$ cat src/rtl/ctrl_pkg.sv
// ctrl_pkg: opcodes, ALU function codes, pc_ctrl encodings and FSM states shared by ctrl_unit.
package ctrl_pkg;
    localparam logic [3:0] OP_NOP  = 4'h0;
    localparam logic [3:0] OP_ADD  = 4'h1;
    localparam logic [3:0] OP_SUB  = 4'h2;
    localparam logic [3:0] OP_AND  = 4'h3;
    localparam logic [3:0] OP_OR   = 4'h4;
    localparam logic [3:0] OP_SLT  = 4'h5;
    localparam logic [3:0] OP_ADDI = 4'h6;
    localparam logic [3:0] OP_BEQZ = 4'h8;
    localparam logic [3:0] OP_JMP  = 4'h9;
    localparam logic [3:0] OP_HALT = 4'hF;
    localparam logic [3:0] ALU_AND = 4'b0000;
    localparam logic [3:0] ALU_OR  = 4'b0001;
    localparam logic [3:0] ALU_ADD = 4'b0010;
    localparam logic [3:0] ALU_SUB = 4'b0110;
    localparam logic [3:0] ALU_SLT = 4'b0111;
    localparam logic [1:0] PC_HOLD = 2'b00;
    localparam logic [1:0] PC_INC  = 2'b01;
    localparam logic [1:0] PC_REL  = 2'b10;
    localparam logic [1:0] PC_ABS  = 2'b11;
    typedef enum logic [2:0] {
        S_FETCH,
        S_DECODE,
        S_EXEC,
        S_WB,
        S_HALT,
        S_TRAP
    } state_t;
endpackage

$ cat src/rtl/ctrl_decoder.sv
// ctrl_decoder: combinational opcode decode into ALU controls and instruction class flags.
module ctrl_decoder
    import ctrl_pkg::*;
(
    input  logic [3:0] i_op,
    output logic [3:0] o_alu_func,
    output logic       o_alu_in_sel,
    output logic       o_uses_alu,
    output logic       o_writes_reg,
    output logic       o_is_branch,
    output logic       o_is_jump,
    output logic       o_is_halt,
    output logic       o_is_illegal
);
    always_comb begin
        o_alu_func   = ALU_AND;
        o_alu_in_sel = 1'b0;
        o_uses_alu   = 1'b0;
        o_writes_reg = 1'b0;
        o_is_branch  = 1'b0;
        o_is_jump    = 1'b0;
        o_is_halt    = 1'b0;
        o_is_illegal = 1'b0;
        case (i_op)
            OP_NOP:  ;
            OP_ADD:  {o_alu_func, o_alu_in_sel, o_uses_alu, o_writes_reg} = {ALU_ADD, 3'b111};
            OP_SUB:  {o_alu_func, o_alu_in_sel, o_uses_alu, o_writes_reg} = {ALU_SUB, 3'b111};
            OP_AND:  {o_alu_func, o_alu_in_sel, o_uses_alu, o_writes_reg} = {ALU_AND, 3'b111};
            OP_OR:   {o_alu_func, o_alu_in_sel, o_uses_alu, o_writes_reg} = {ALU_OR,  3'b111};
            OP_SLT:  {o_alu_func, o_alu_in_sel, o_uses_alu, o_writes_reg} = {ALU_SLT, 3'b111};
            OP_ADDI: {o_alu_func, o_alu_in_sel, o_uses_alu, o_writes_reg} = {ALU_ADD, 3'b011};
            OP_BEQZ: {o_alu_func, o_alu_in_sel, o_uses_alu, o_is_branch}  = {ALU_SUB, 3'b111};
            OP_JMP:  o_is_jump = 1'b1;
            OP_HALT: o_is_halt = 1'b1;
            default: o_is_illegal = 1'b1;
        endcase
    end
endmodule

$ cat src/rtl/ctrl_unit.sv
// ctrl_unit: multi-cycle FETCH/DECODE/EXEC/WB sequencer driving data_path control strobes.
// Define CTRL_ILLEGAL_TRAP_EN to trap illegal opcodes; otherwise they retire as NOP.
module ctrl_unit
    import ctrl_pkg::*;
#(
    parameter int CNT_W = 16
) (
    input  logic             clk,
    input  logic             rst,
    input  logic [15:0]      instr,
    input  logic             instr_valid,
    output logic             instr_ready,
    input  logic             alu_zero,
    output logic [3:0]       alu_func,
    output logic [7:0]       offset,
    output logic             alu_in_sel,
    output logic             en_ALUdec,
    output logic [1:0]       rd,
    output logic [1:0]       rs,
    output logic [3:0]       reg_en,
    output logic             w_en,
    output logic [1:0]       pc_ctrl,
    output logic             en_pc,
    output logic             halted,
    output logic             illegal,
    output logic [CNT_W-1:0] instr_cnt
);
`ifdef CTRL_ILLEGAL_TRAP_EN
    localparam logic TRAP_EN = 1'b1;
`else
    localparam logic TRAP_EN = 1'b0;
`endif
    state_t           r_state, w_next;
    logic [15:0]      r_ir;
    logic [CNT_W-1:0] r_cnt;
    logic             w_uses_alu, w_writes_reg, w_is_branch, w_is_jump, w_is_halt, w_is_illegal;
    ctrl_decoder u_dec (
        .i_op         (r_ir[15:12]),
        .o_alu_func   (alu_func),
        .o_alu_in_sel (alu_in_sel),
        .o_uses_alu   (w_uses_alu),
        .o_writes_reg (w_writes_reg),
        .o_is_branch  (w_is_branch),
        .o_is_jump    (w_is_jump),
        .o_is_halt    (w_is_halt),
        .o_is_illegal (w_is_illegal)
    );
    always_ff @(posedge clk or negedge rst)
        if (!rst) r_state <= S_FETCH;
        else      r_state <= w_next;
    always_ff @(posedge clk or negedge rst)
        if (!rst)                                r_ir <= '0;
        else if (r_state == S_FETCH && instr_valid) r_ir <= instr;
    always_ff @(posedge clk or negedge rst)
        if (!rst)                r_cnt <= '0;
        else if (r_state == S_WB) r_cnt <= r_cnt + CNT_W'(1);
    // HALT and TRAP are absorbing: only reset leaves them
    always_comb begin
        w_next = r_state;
        case (r_state)
            S_FETCH:  w_next = instr_valid ? S_DECODE : S_FETCH;
            S_DECODE: w_next = w_is_halt ? S_HALT : (TRAP_EN && w_is_illegal) ? S_TRAP : S_EXEC;
            S_EXEC:   w_next = S_WB;
            S_WB:     w_next = S_FETCH;
            default:  w_next = r_state;
        endcase
    end
    always_comb begin
        instr_ready = r_state == S_FETCH;
        halted      = r_state == S_HALT;
        illegal     = TRAP_EN && r_state == S_TRAP;
        en_ALUdec   = r_state == S_EXEC && w_uses_alu;
        en_pc       = r_state == S_WB;
        w_en        = r_state == S_WB && w_writes_reg;
        reg_en      = (r_state == S_WB && w_writes_reg) ? 4'b0001 << r_ir[11:10] : 4'b0000;
        pc_ctrl     = r_state != S_WB ? PC_HOLD :
                      w_is_jump ? PC_ABS :
                      (w_is_branch && alu_zero) ? PC_REL : PC_INC;
    end
    assign rd        = r_ir[11:10];
    assign rs        = r_ir[9:8];
    assign offset    = r_ir[7:0];
    assign instr_cnt = r_cnt;
endmodule

$ cat config.mk
export PLATFORM = sky130hd
export DESIGN_NAME = ctrl_unit
export DESIGN_NICKNAME = d
export VERILOG_FILES = /design/src/rtl/ctrl_pkg.sv /design/src/rtl/ctrl_decoder.sv /design/src/rtl/ctrl_unit.sv
export SDC_FILE = /design/constraint.sdc
export NUM_CORES = 1
export LEC_CHECK = 0
export CORE_MARGIN = 2
export CORE_UTILIZATION = 46
export DETAILED_ROUTE_END_ITERATION = 7
export PLACE_DENSITY = 0.86
export SYNTH_ARGS = -nofsm -noshare
export SYNTH_HDL_FRONTEND = slang
export SYNTH_HIERARCHICAL = 1
export SYNTH_SLANG_ARGS = --single-unit
$ cat constraint.sdc
create_clock -name clk -period 4.1 [get_ports clk]
set_input_delay 0.615 -clock clk [delete_from_list [all_inputs] [get_ports clk]]
set_output_delay 0.615 -clock clk [all_outputs]
set_load 0.005 [all_outputs]
==> results.yml <==
run_status:
  status: "complete, no violations"
cells_and_area:
  fin_cells: 262
  area_growth_pct: 30.8
  multi_input_area_um2: 825
  num_antenna_cells: 0
  nets: 233
  drive_gt1_frac: 0.160
  nFillCells: 324
  regArea_um2: 876
worst_setup_path:
  worstPathRequired_ps: 3480
  cp-start-kind: "register"
  cp_max_fo: 11
  crit_arrival_ps: 2190
  rrSetupSlack_ps: 2540
  path_class: "register to output pin"
  critPathCaptureType: "output pin"
placement:
  place_congestion: 0.737
  io_buffers: 62
  place_ws_ps: 1610
  hpwl_um: 2680
  dp_cells: 255
sta:
  fmax_ghz: 0.357
  final_hold_viol_count: 0
  rsz0062_at_grt: "false"
  timing.final.ws_setup_ps: 1300
  period_needed_ps: 2800
  period_share: 0.683
  setup_tns_ps: 0
  slew_violations: 0
  relSlewSlack: 0.601
  worstMarginPinSlew_ps: 591
  fin_skew_ps: 5.08
  finalSetupViolCount: 0
clock_tree:
  hold_buffers: 0
  htree_num_levels: 2
  clk_pin_slew_ps: 70
  cts_buffers: 5
  cts-resized-gates: 0
  postCtsSetupBuffers: 0
  clock_sinks: 35
  root_buffer: "clkbuf_8"
  clockBufferDepth: 2
  cts_tree: "built"
  insertion_delay_ps: 280
die:
  rows: 23
  start_util: 0.477
  die_h_um: 68.4
  die-area_mm2: 0.00468
  die_w_um: 68.4
  core-area_mm2: 0.00400
  ioPinCount: 65
route:
  vias: 1318
  ant_nets: 0
  drt_pass1_iterations: 2
  drcViolationCount: 0
  wl_um: 3590
  drt_iter0_drc: 58
  detail_route.vias_per_cell: 5.03
  wire_per_inst_um: 13.7
run:
  max_cap_viol_count: 0
grt:
  grt.met2_usage: 0.268
  grt_pass1_vias: 1285
  gr-usage-met1: 0.219
  grt_usage: 0.169
  antenna_found_initial: 0
  grt_max_degree: 36
  gr-total-overflow: 0
  grt_pass1_wl_um: 5850
  grt_util_met3: 0.0493
  grt-busiest-layer: "met2"
logic_synthesis:
  yosys_warnings: 6
  synth_cells: 164
  synth_area_mm2: 0.00191
  synth.avg_cell_area_um2: 11.6
  synthesis.nets: 185
pwr:
  power.leakage_nw: 1.09
  ir_drop_mv: 0.372
  power.density_mw_per_mm2: 651
worst_hold_path:
  hp-class: "register to register"
## registers in the layout, summed over array words and instances, names as in the netlist
name       flops
r_ir          16
instr_cnt     16
r_state        3
## power breakdown
part / leakage (nW) / switching (mW) / total (mW) / internal, mW
sequential: 0.440 / 0.174 / 0.639 / 0.465
combinational: 0.598 / 0.241 / 0.740 / 0.499
clock: 0.0470 / 0.114 / 0.246 / 0.132
total: 1.09 / 0.529 / 1.62 / 1.10
## worst max-delay path, cell delays in order, from the launching register on
cell,delay [ps]
dfrtp_1,500
nor4b_1,610
a21oi_1,150
nor2_1,140
clkdlybuf4s50_1,510
## metal layers
| metal | routed length, um | part of all wire | up-vias |
|---|---|---|---|
| met3 | 230 | 0.064 | 4 |
| met2 | 1720 | 0.48 | 46 |
| met4 | 37 | 0.010 | 0 |
| met1 | 1600 | 0.45 | 630 |
| li1 | - | - | 638 |
| met5 | 0 | 0 | - |
## stage by stage
stage / utilization / hold slack (ps) / total power, mW / cell area [um^2]
after floorplan: - / 319 / 1.15 / 1910
after global placement: 0.602 / 462 / 1.36 / 2410
after detailed placement: 0.602 / 467 / 1.39 / 2410
after CTS: 0.624 / 476 / 1.64 / 2500
after global routing: 0.624 / 508 / 1.74 / 2500
final: 0.624 / 474 / 1.62 / 2500
## final timing paths
| path | start | end | cells past startpoint |
|---|---|---|---|
| setup reg to reg | r_state[0]$_DFFE_PN0P_ | r_ir[15]$_DFFE_PN0P_ | 3 |
| hold / removal | instr_cnt[15]$_DFFE_PN0N_ | instr_cnt[15]$_DFFE_PN0N_ | 1 |
| max in group asynchronous | rst | r_ir[6]$_DFFE_PN0P_ | 2 |
| min in group asynchronous | rst | instr_cnt[7]$_DFFE_PN0N_ | 2 |
| setup / recovery | r_ir[12]$_DFFE_PN0P_ | pc_ctrl[1] | 4 |
| hold reg to reg | instr_cnt[15]$_DFFE_PN0N_ | instr_cnt[15]$_DFFE_PN0N_ | 1 |
## cell type report
| cell class | instances | area share |
|---|---|---|
| Sequential cell | 35 | 0.351 |
| Multi-Input combinational cell | 102 | 0.330 |
| Timing Repair Buffer | 63 | 0.252 |
| Clock buffer | 6 | 0.0331 |
| Tap cell | 50 | 0.0251 |
| Inverter | 5 | 0.00752 |
| Clock inverter | 1 | 0.00200 |
## cell usage in the layout, fill, tap and decap left out, types with 2 or more instances in the layout
cell type / instances
nor2_1: 8
dfrtp_1: 35
nand4_1: 3
xnor2_1: 10
nand2_1: 8
and2_1: 3
clkbuf_8: 6
mux2_4: 10
o21ai_0: 2
inv_1: 5
nand3_1: 4
nor3_1: 6
clkdlybuf4s50_1: 62
and3_1: 5
conb_1: 2
mux2_2: 8
nor3b_1: 5
nor4_1: 2
xor2_1: 6
No activity file was read; power rests on OpenSTA's default activity.
